==> src/rtl/dsp_mac_pkg.sv <==
// Shared definitions for the 27x27 multiply-accumulate primitive:
// latency bounds, product width helper and the pipeline control word.
package dsp_mac_pkg;

   localparam int unsigned MIN_LATENCY       = 3;
   localparam int unsigned MAX_LATENCY       = 8;
   localparam int unsigned MIN_OPERAND_WIDTH = 2;
   localparam int unsigned MAX_OPERAND_WIDTH = 27;

   // Control bits that travel alongside each sample
   typedef struct packed {
      logic valid;
      logic acc_en;
      logic acc_load;
   } ctrl_t;

   // Signed product width after one-bit extension of each operand
   function automatic int unsigned prod_width(input int unsigned ax_w, input int unsigned ay_w);
      return ax_w + ay_w + 2;
   endfunction

endpackage

==> src/rtl/dsp_mac_27x27_if.sv <==
// Sample/result bus of the multiply-accumulate primitive.
interface dsp_mac_27x27_if #(
   parameter int unsigned AX_WIDTH  = 27,
   parameter int unsigned AY_WIDTH  = 27,
   parameter int unsigned ACC_WIDTH = 64
);
   logic                 in_valid;
   logic [AX_WIDTH-1:0]  ax;
   logic [AY_WIDTH-1:0]  ay;
   logic                 ax_signed;
   logic                 ay_signed;
   logic                 acc_en;
   logic                 acc_load;
   logic                 out_valid;
   logic [ACC_WIDTH-1:0] result;
   logic                 acc_ovf;

   modport master (
      output in_valid, ax, ay, ax_signed, ay_signed, acc_en, acc_load,
      input  out_valid, result, acc_ovf
   );

   modport slave (
      input  in_valid, ax, ay, ax_signed, ay_signed, acc_en, acc_load,
      output out_valid, result, acc_ovf
   );
endinterface

==> src/rtl/dsp_mac_delay.sv <==
// WIDTH x DEPTH shift register with asynchronous active-low clear;
// DEPTH=0 degenerates to a wire.
module dsp_mac_delay #(
   parameter int unsigned WIDTH = 1,
   parameter int unsigned DEPTH = 1
) (
   input  logic             clk,
   input  logic             rst_n,
   input  logic [WIDTH-1:0] i_d,
   output logic [WIDTH-1:0] o_q
);

   if (DEPTH == 0) begin : g_pass
      logic w_unused;
      assign w_unused = clk ^ rst_n;
      assign o_q      = i_d;
   end else begin : g_pipe
      logic [WIDTH-1:0] r_pipe [DEPTH];

      always_ff @(posedge clk or negedge rst_n) begin
         if (!rst_n) begin
            for (int i = 0; i < int'(DEPTH); i++) r_pipe[i] <= '0;
         end else begin
            r_pipe[0] <= i_d;
            for (int i = 1; i < int'(DEPTH); i++) r_pipe[i] <= r_pipe[i-1];
         end
      end

      assign o_q = r_pipe[DEPTH-1];
   end

endmodule

==> src/rtl/dsp_mac_27x27.sv <==
// Multiply-accumulate with per-operand signedness, sticky signed overflow
// and a valid-qualified pipeline of LATENCY stages.
module dsp_mac_27x27
   import dsp_mac_pkg::*;
#(
   parameter              FAMILY    = "Agilex",
   parameter int unsigned LATENCY   = 4,
   parameter int unsigned AX_WIDTH  = 27,
   parameter int unsigned AY_WIDTH  = 27,
   parameter int unsigned ACC_WIDTH = 64
) (
   input  logic            clk,
   input  logic            rst_n,
   dsp_mac_27x27_if.slave  bus
);

   localparam int unsigned PW      = prod_width(AX_WIDTH, AY_WIDTH);
   localparam int unsigned DEPTH   = LATENCY - MIN_LATENCY;
   localparam int unsigned OUT_W   = ACC_WIDTH + 2;

   if (LATENCY < MIN_LATENCY || LATENCY > MAX_LATENCY) begin : g_bad_latency
      $error("dsp_mac_27x27: LATENCY %0d outside %0d..%0d", LATENCY, MIN_LATENCY, MAX_LATENCY);
   end
   if (AX_WIDTH < MIN_OPERAND_WIDTH || AX_WIDTH > MAX_OPERAND_WIDTH ||
       AY_WIDTH < MIN_OPERAND_WIDTH || AY_WIDTH > MAX_OPERAND_WIDTH) begin : g_bad_operand
      $error("dsp_mac_27x27: operand widths %0d/%0d outside 2..27", AX_WIDTH, AY_WIDTH);
   end
   if (ACC_WIDTH < AX_WIDTH + AY_WIDTH + 1) begin : g_bad_acc
      $error("dsp_mac_27x27: ACC_WIDTH %0d too narrow", ACC_WIDTH);
   end
   if ($bits(FAMILY) < 8) begin : g_bad_family
      $error("dsp_mac_27x27: FAMILY must be a non-empty string");
   end

   // Stage 1: operand and control capture
   ctrl_t               r_s1_ctrl;
   logic [AX_WIDTH-1:0] r_s1_ax;
   logic [AY_WIDTH-1:0] r_s1_ay;
   logic                r_s1_ax_sgn;
   logic                r_s1_ay_sgn;

   always_ff @(posedge clk or negedge rst_n) begin
      if (!rst_n) begin
         r_s1_ctrl   <= '0;
         r_s1_ax     <= '0;
         r_s1_ay     <= '0;
         r_s1_ax_sgn <= 1'b0;
         r_s1_ay_sgn <= 1'b0;
      end else begin
         r_s1_ctrl.valid <= bus.in_valid;
         if (bus.in_valid) begin
            r_s1_ctrl.acc_en   <= bus.acc_en;
            r_s1_ctrl.acc_load <= bus.acc_load;
            r_s1_ax            <= bus.ax;
            r_s1_ay            <= bus.ay;
            r_s1_ax_sgn        <= bus.ax_signed;
            r_s1_ay_sgn        <= bus.ay_signed;
         end
      end
   end

   // Stage 2: one-bit extension makes every operand mode a signed multiply
   logic signed [AX_WIDTH:0] w_ax_ext;
   logic signed [AY_WIDTH:0] w_ay_ext;
   logic signed [PW-1:0]     w_prod;

   assign w_ax_ext = {r_s1_ax_sgn & r_s1_ax[AX_WIDTH-1], r_s1_ax};
   assign w_ay_ext = {r_s1_ay_sgn & r_s1_ay[AY_WIDTH-1], r_s1_ay};
   assign w_prod   = PW'(w_ax_ext) * PW'(w_ay_ext);

   ctrl_t                       r_s2_ctrl;
   logic signed [ACC_WIDTH-1:0] r_s2_prod;

   always_ff @(posedge clk or negedge rst_n) begin
      if (!rst_n) begin
         r_s2_ctrl <= '0;
         r_s2_prod <= '0;
      end else begin
         r_s2_ctrl <= r_s1_ctrl;
         r_s2_prod <= ACC_WIDTH'(w_prod);
      end
   end

   // Stage 3: accumulator; bubbles leave sum and flag untouched
   logic [ACC_WIDTH-1:0] r_acc;
   logic                 r_ovf;
   logic                 r_s3_valid;
   logic [ACC_WIDTH-1:0] w_sum;
   logic                 w_add_ovf;

   assign w_sum     = r_acc + r_s2_prod;
   assign w_add_ovf = (r_acc[ACC_WIDTH-1] == r_s2_prod[ACC_WIDTH-1]) &&
                      (w_sum[ACC_WIDTH-1] != r_acc[ACC_WIDTH-1]);

   always_ff @(posedge clk or negedge rst_n) begin
      if (!rst_n) begin
         r_acc      <= '0;
         r_ovf      <= 1'b0;
         r_s3_valid <= 1'b0;
      end else begin
         r_s3_valid <= r_s2_ctrl.valid;
         if (r_s2_ctrl.valid) begin
            if (!r_s2_ctrl.acc_en) begin
               r_acc <= r_s2_prod;
            end else if (r_s2_ctrl.acc_load) begin
               r_acc <= r_s2_prod;
               r_ovf <= 1'b0;
            end else begin
               r_acc <= w_sum;
               if (w_add_ovf) r_ovf <= 1'b1;
            end
         end
      end
   end

   // Stages 4..LATENCY: pure delay of valid, flag and sum
   logic [OUT_W-1:0] w_out;

   dsp_mac_delay #(
      .WIDTH (OUT_W),
      .DEPTH (DEPTH)
   ) u_delay (
      .clk   (clk),
      .rst_n (rst_n),
      .i_d   ({r_s3_valid, r_ovf, r_acc}),
      .o_q   (w_out)
   );

   assign {bus.out_valid, bus.acc_ovf, bus.result} = w_out;

endmodule

==> src/flat_wrapper.sv <==
// flat-port wrapper written by rule: the top's interface ports become plain ports
module dsp_mac_27x27_flat import dsp_mac_pkg::*;
#(
   parameter              FAMILY    = "      ",
   parameter int unsigned LATENCY   = 4,
   parameter int unsigned AX_WIDTH  = 27,
   parameter int unsigned AY_WIDTH  = 27,
   parameter int unsigned ACC_WIDTH = 64
)
  (clk, rst_n, bus_in_valid, bus_ax, bus_ay, bus_ax_signed, bus_ay_signed, bus_acc_en, bus_acc_load, bus_out_valid, bus_result, bus_acc_ovf);
  dsp_mac_27x27_if #(.AX_WIDTH(AX_WIDTH), .AY_WIDTH(AY_WIDTH), .ACC_WIDTH(ACC_WIDTH)) bus_i ();
  input  logic clk;
  input  logic rst_n;
  input wire logic [$bits(bus_i.in_valid)-1:0] bus_in_valid;
  input wire logic [$bits(bus_i.ax)-1:0] bus_ax;
  input wire logic [$bits(bus_i.ay)-1:0] bus_ay;
  input wire logic [$bits(bus_i.ax_signed)-1:0] bus_ax_signed;
  input wire logic [$bits(bus_i.ay_signed)-1:0] bus_ay_signed;
  input wire logic [$bits(bus_i.acc_en)-1:0] bus_acc_en;
  input wire logic [$bits(bus_i.acc_load)-1:0] bus_acc_load;
  output wire logic [$bits(bus_i.out_valid)-1:0] bus_out_valid;
  output wire logic [$bits(bus_i.result)-1:0] bus_result;
  output wire logic [$bits(bus_i.acc_ovf)-1:0] bus_acc_ovf;
  assign bus_i.in_valid = bus_in_valid;
  assign bus_i.ax = bus_ax;
  assign bus_i.ay = bus_ay;
  assign bus_i.ax_signed = bus_ax_signed;
  assign bus_i.ay_signed = bus_ay_signed;
  assign bus_i.acc_en = bus_acc_en;
  assign bus_i.acc_load = bus_acc_load;
  assign bus_out_valid = bus_i.out_valid;
  assign bus_result = bus_i.result;
  assign bus_acc_ovf = bus_i.acc_ovf;
  dsp_mac_27x27 #(.FAMILY(FAMILY), .LATENCY(LATENCY), .AX_WIDTH(AX_WIDTH), .AY_WIDTH(AY_WIDTH), .ACC_WIDTH(ACC_WIDTH)) u_core (.clk(clk), .rst_n(rst_n), .bus(bus_i));
endmodule
==> config.mk <==
export PLATFORM = sky130hd
export DESIGN_NAME = dsp_mac_27x27_flat
export DESIGN_NICKNAME = d
export VERILOG_FILES = /design/src/rtl/dsp_mac_pkg.sv /design/src/rtl/dsp_mac_27x27_if.sv /design/src/rtl/dsp_mac_delay.sv /design/src/rtl/dsp_mac_27x27.sv /design/src/flat_wrapper.sv
export SDC_FILE = /design/constraint.sdc
export NUM_CORES = 2
export LEC_CHECK = 0
export CORE_AREA = 3 3 260 390
export CTS_CLUSTER_DIAMETER = 150
export DETAILED_ROUTE_END_ITERATION = 7
export DIE_AREA = 0 0 263 393
export PLACE_DENSITY = 0.69
export SYNTH_ARGS = -nofsm -noshare
export SYNTH_HDL_FRONTEND = slang
export SYNTH_HIERARCHICAL = 1
export SYNTH_SLANG_ARGS = --single-unit
==> constraint.sdc <==
create_clock -name clk -period 9.04 [get_ports clk]
set_input_delay 0.904 -clock clk [delete_from_list [all_inputs] [get_ports clk]]
set_output_delay 0.904 -clock clk [all_outputs]
set_load 0.05 [all_outputs]
Word-level counts from Yosys, hierarchy flattened
Index checks and enable logic that the tools add are counted.
- reduce and logical (&&, ||, !) cells: 3
- bitwise logic cells: 2
- multipliers: 1
- add/sub/neg operators: 1
- eq/ne operators: 2
- mux-type cells: 4
- operator list (operator ; count):
    64-bit 2-to-1 mux ; 2
    64-bit adder ; 1
    28-bit by 28-bit multiplier with 56-bit output ; 1
    3-bit AND reduction ; 1
    1-bit AND ; 2
    1-bit 2-to-1 mux ; 2
    2-bit nonzero test ; 1
    1-bit == test ; 1
    1-bit logical AND ; 1
    1-bit inequality test ; 1
- output and inout port bits: 66
- bits in registers: 250
- word-level logic and storage cells: 28
- input bits: 61

Longest topological paths before layout
- word-level depth: 5
- depth in mapped cells: 31
- gate-level depth less buffers: 29

Modules after synthesis
Netlist, hierarchy kept.
- by module, submodules not included (module ; cells each ; sequential area each (um^2) ; area each (um^2) ; times used):
    dsp_mac_27x27 ; 4175 ; 4604.4 ; 38542.0 ; 1
    dsp_mac_delay ; 66 ; 1651.6 ; 1651.6 ; 1

Worst setup path before layout
No wires, ideal clock.
- kind: flip-flop to flip-flop
- from: register u_core.r_s1_ax[26]
- to: register u_core.r_s2_prod[52]
- period minus slack after synthesis: 7.805 ns
- path slack: 1.235 ns
- cell stages (with the launch flop): 29
- path buffers: 2
- data arrival time: 7.679 ns
- data required time: 8.914 ns
- setup time: 0.126 ns
- cells stage by stage: dfrtp_1 > and2_1 > clkbuf_1 > clkbuf_1 > nand2_1 > inv_1 > fa_1 > inv_1 > fa_1 > inv_1 > fa_1 > fa_1 > inv_1 > fa_1 > inv_1 > fa_1 > inv_1 > fa_1 > inv_1 > ha_1 > ha_1 > a21o_1 > a21o_1 > a21oi_1 > o21ai_0 > a21oi_1 > o21a_1 > a211oi_1 > a311o_1
- cells in the longest elaborated chain, start to end: 2
- RTL lines (what ; line ; source):
    from (decl) ; dsp_mac_27x27.sv:37 ; logic [AX_WIDTH-1:0] r_s1_ax;
    from (signal assigned) ; dsp_mac_27x27.sv:54 ; r_s1_ax <= bus.ax;
    1-bit AND ; dsp_mac_27x27.sv:67 ; assign w_ax_ext = {r_s1_ax_sgn & r_s1_ax[AX_WIDTH-1], r_s1_ax};
    28-bit by 28-bit multiplier with 56-bit output (*) ; dsp_mac_27x27.sv:69 ; assign w_prod = PW'(w_ax_ext) * PW'(w_ay_ext);
    named net u_core.w_prod[52] ; dsp_mac_27x27.sv:65 ; logic signed [PW-1:0] w_prod;
    to (signal assigned) ; dsp_mac_27x27.sv:80 ; r_s2_prod <= ACC_WIDTH'(w_prod);
    to (decl) ; dsp_mac_27x27.sv:72 ; logic signed [ACC_WIDTH-1:0] r_s2_prod;
The timed path passes the listed nets; every way through them passes the cells marked *.
A chain may end at the register's enable or synchronous reset.

Worst setup path after layout
- from: register u_core.r_s1_ay[4]
- to: register u_core.r_s2_prod[52]
- cells in the longest elaborated chain, start to end: 1
- RTL lines (what ; line ; source):
    from (decl) ; dsp_mac_27x27.sv:38 ; logic [AY_WIDTH-1:0] r_s1_ay;
    from (signal assigned) ; dsp_mac_27x27.sv:55 ; r_s1_ay <= bus.ay;
    28-bit by 28-bit multiplier with 56-bit output ; dsp_mac_27x27.sv:69 ;
    named net u_core.w_prod[52] ; dsp_mac_27x27.sv:65 ;
The timed path passes the listed nets, and every way through them passes these cells.

==> results.ini <==
[final_layout]
drive_gt1_share_pct=5.434
final-seq-area_um2=6260
syn2layout_area_growth_pct=9.351
multi_input_area_um2=29850
nFillCells=9447
nets=5399

[run]
maxCapViolCount=0

[cts]
cts_tree=yes
root_buffer=clkbuf_16
numCtsBuffers=29
postCtsSetupRepairBufs=0
clock_latency_ns=0.62
cts-resized-gates=0
clock_sinks=250
postCtsHoldBufs=0
path_clk_slew_ns=0.06
cts-htree-levels=1
ctsLongestPathBuffers=3

[yosys]
synth_edf_count=0
synth_cell_types=72
syn_nets=5374
yosysWarnings=6
synth.most_common_cell=inv_1
synth_area_um2=40190
syn_avg_cell_area_um2=9.477
ys_top_cells_by_count=858 x inv_1, 825 x fa_1, 560 x nand2_1, 298 x and2_1, 250 x dfrtp_1
ys_async_sr_fraction_pct=100.0
yosys_most_used_dff=dfrtp_1
syn_inst=4241
seq_area_frac_synth_pct=15.56
yosys_register_bits=250
yosys-top-cells-area=fa_1 41%, dfrtp_1 16%, inv_1 8.0%, ha_1 7.7%, nand2_1 5.2%
synth_top_cell_by_area=fa_1
synth_top_area_share_pct=41.09

[sta]
finalClockSkew_ns=0.03284
worst_pin_slew_ns=1.117
setup_viol=0
rsz0062_at_grt=no
min_period_ns=8.471
drv_slew=0
timing.fmax_ghz=0.1181
hold_viol=0
max-slew-margin-rel_pct=25.53
tns_ns=0
timing.final.crit_share_pct=93.70

[worst_setup_path]
cp_num_cells=27
crit_end=u_core/r_s2_prod[52]
rr_startpoint=u_core/r_s1_ay[4]
crit_slowest_cell=dfrtp_1
cp_data_required_time_ns=9.51
reg2reg_slack_ns=0.57
cpPeakStageDelay_ns=1.01
crit_arrival_ns=8.94
cp_num_buf_inv=6
crit_top_cell=fa_1
critical_path.reg2reg.endpoint=u_core/r_s2_prod[52]
start_kind=flop
path_class=flop to flop
crit_start=u_core/r_s1_ay[4]
cpLargestDelayFamily=adder cells
crit_fanout=27
cp-end-kind=flop
rr_worst_depth=27

[drt]
drc=0
first_pass_iters=6
via_count=29420
vias_per_cell=5.275
wl_mm=114.1
wl_per_cell_um=20.46
postRouteAntennaNets=0
drt-initial-drc-count=1657

[floorplanning]
ios=127
core_area_um2=98440
rows=141
start_util_pct=40.83
die-area_um2=103400
die_h_um=393
dieWidth_um=263

[status]
status=finished clean

[global_routing]
grt_pass1_wl_mm=178.5
grt_pass1_vias=32260
gr-total-overflow=0
antenna_found_initial=6
grt_usage_pct=22.29
grt_start_max_net_pins=98

[placed_design]
dp_hpwl_mm=93.44
io_buffers=126
gp_congestion=0.9797

[min_path]
hold_class=input pin to async pin

-- cells by family after synthesis --
kind of cell | after synthesis | share of synthesized area, %
flip-flops | 250 | 15.56
buffers and inverters | 1087 | 10.17
XOR/XNOR | 116 | 2.528
AND/OR/NAND/NOR | 1176 | 13.77
multiplexers | 65 | 1.809
AO/OA/AOI/OAI | 475 | 7.372
adder cells (fa/ha/maj) | 1072 | 48.78
-- area by class of cell --
cell class	count	area share, %
multi-input combinational	2904	67.92
sequential	250	14.24
inverter	858	7.327
timing repair buffer	223	4.555
tap	1287	3.664
clock buffer	40	1.904
clock inverter	13	0.3729
antenna	2	0.01139
-- cells in the final DEF, fill, tap and decap left out, types with 7 or more instances in the layout --
cell type,count
a211oi_1,12
a21boi_0,8
a21o_1,62
a21oi_1,200
a31oi_1,27
and2_1,298
and3_1,29
buf_4,96
clkbuf_16,29
clkbuf_8,7
clkdlybuf4s50_1,124
dfrtp_1,249
fa_1,825
ha_1,247
inv_1,858
mux2_2,60
nand2_1,560
nand2b_1,8
nand3_1,27
nand4_1,20
nor2_1,158
nor2b_1,15
nor3_1,19
o211ai_1,11
o21a_1,9
o21ai_0,58
o21ai_1,19
o21bai_1,16
o31ai_1,7
or2_2,10
xnor2_1,76
xor2_1,40
-- worst min-delay path by stage --
stage / startpoint / cells past startpoint / slack (ns) / endpoint
final: rst_n / 1 / 0.23 / u_core/r_s2_prod[8]
after global routing: rst_n / 1 / 0.27 / u_core/r_s2_prod[8]
after CTS: rst_n / 1 / 0.24 / u_core/r_s2_prod[8]
after detailed placement: u_core/r_s1_ctrl[2] / 0 / 0.34 / u_core/r_s2_ctrl[2]
after global placement: u_core/r_s1_ctrl[2] / 0 / 0.33 / u_core/r_s2_ctrl[2]
after floorplan: u_core/r_s1_ctrl[2] / 0 / 0.33 / u_core/r_s2_ctrl[2]
-- registers in the layout, indices dropped and copies added, names as in the netlist --
register            cells
u_core/r_acc           64
u_core/r_ovf            1
u_core/r_s1_ax         27
u_core/r_s1_ax_sgn      1
u_core/r_s1_ay         27
u_core/r_s1_ay_sgn      1
u_core/r_s1_ctrl        3
u_core/r_s2_ctrl        3
u_core/r_s2_prod       56
u_core/r_s3_valid       1
u_core/u_delay/o_q     66
-- per-stage QoR --
step	area, um2	util, %	hold WS (ns)	cells	setup slack (ns)
6_report	43950	44.65	0.2302	5577	0.5694
5_1_grt	43950	44.64	0.2659	5575	0.1425
4_1_cts	43950	44.64	0.2420	5575	0.6386
3_5_place_dp	42950	43.63	0.3379	5522	0.6749
3_3_place_gp	42950	43.63	0.3338	5522	0.7297
2_1_floorplan	40190	-	0.3312	4241	1.235
-- layer usage --
layer  vias up  wire length (um)  GRT usage [%]  share of wire, %
met5         -                12              0             0.011
met4         2              8901          14.62               7.8
met3       390              6395          2.591               5.6
met2      1124             58360          40.09                51
met1     15030             40410          24.97                35
li1      12880                 -              -                 -
Power is not shown: default switching activity piles up to over one toggle a cycle in this logic, so the estimate is an artifact.
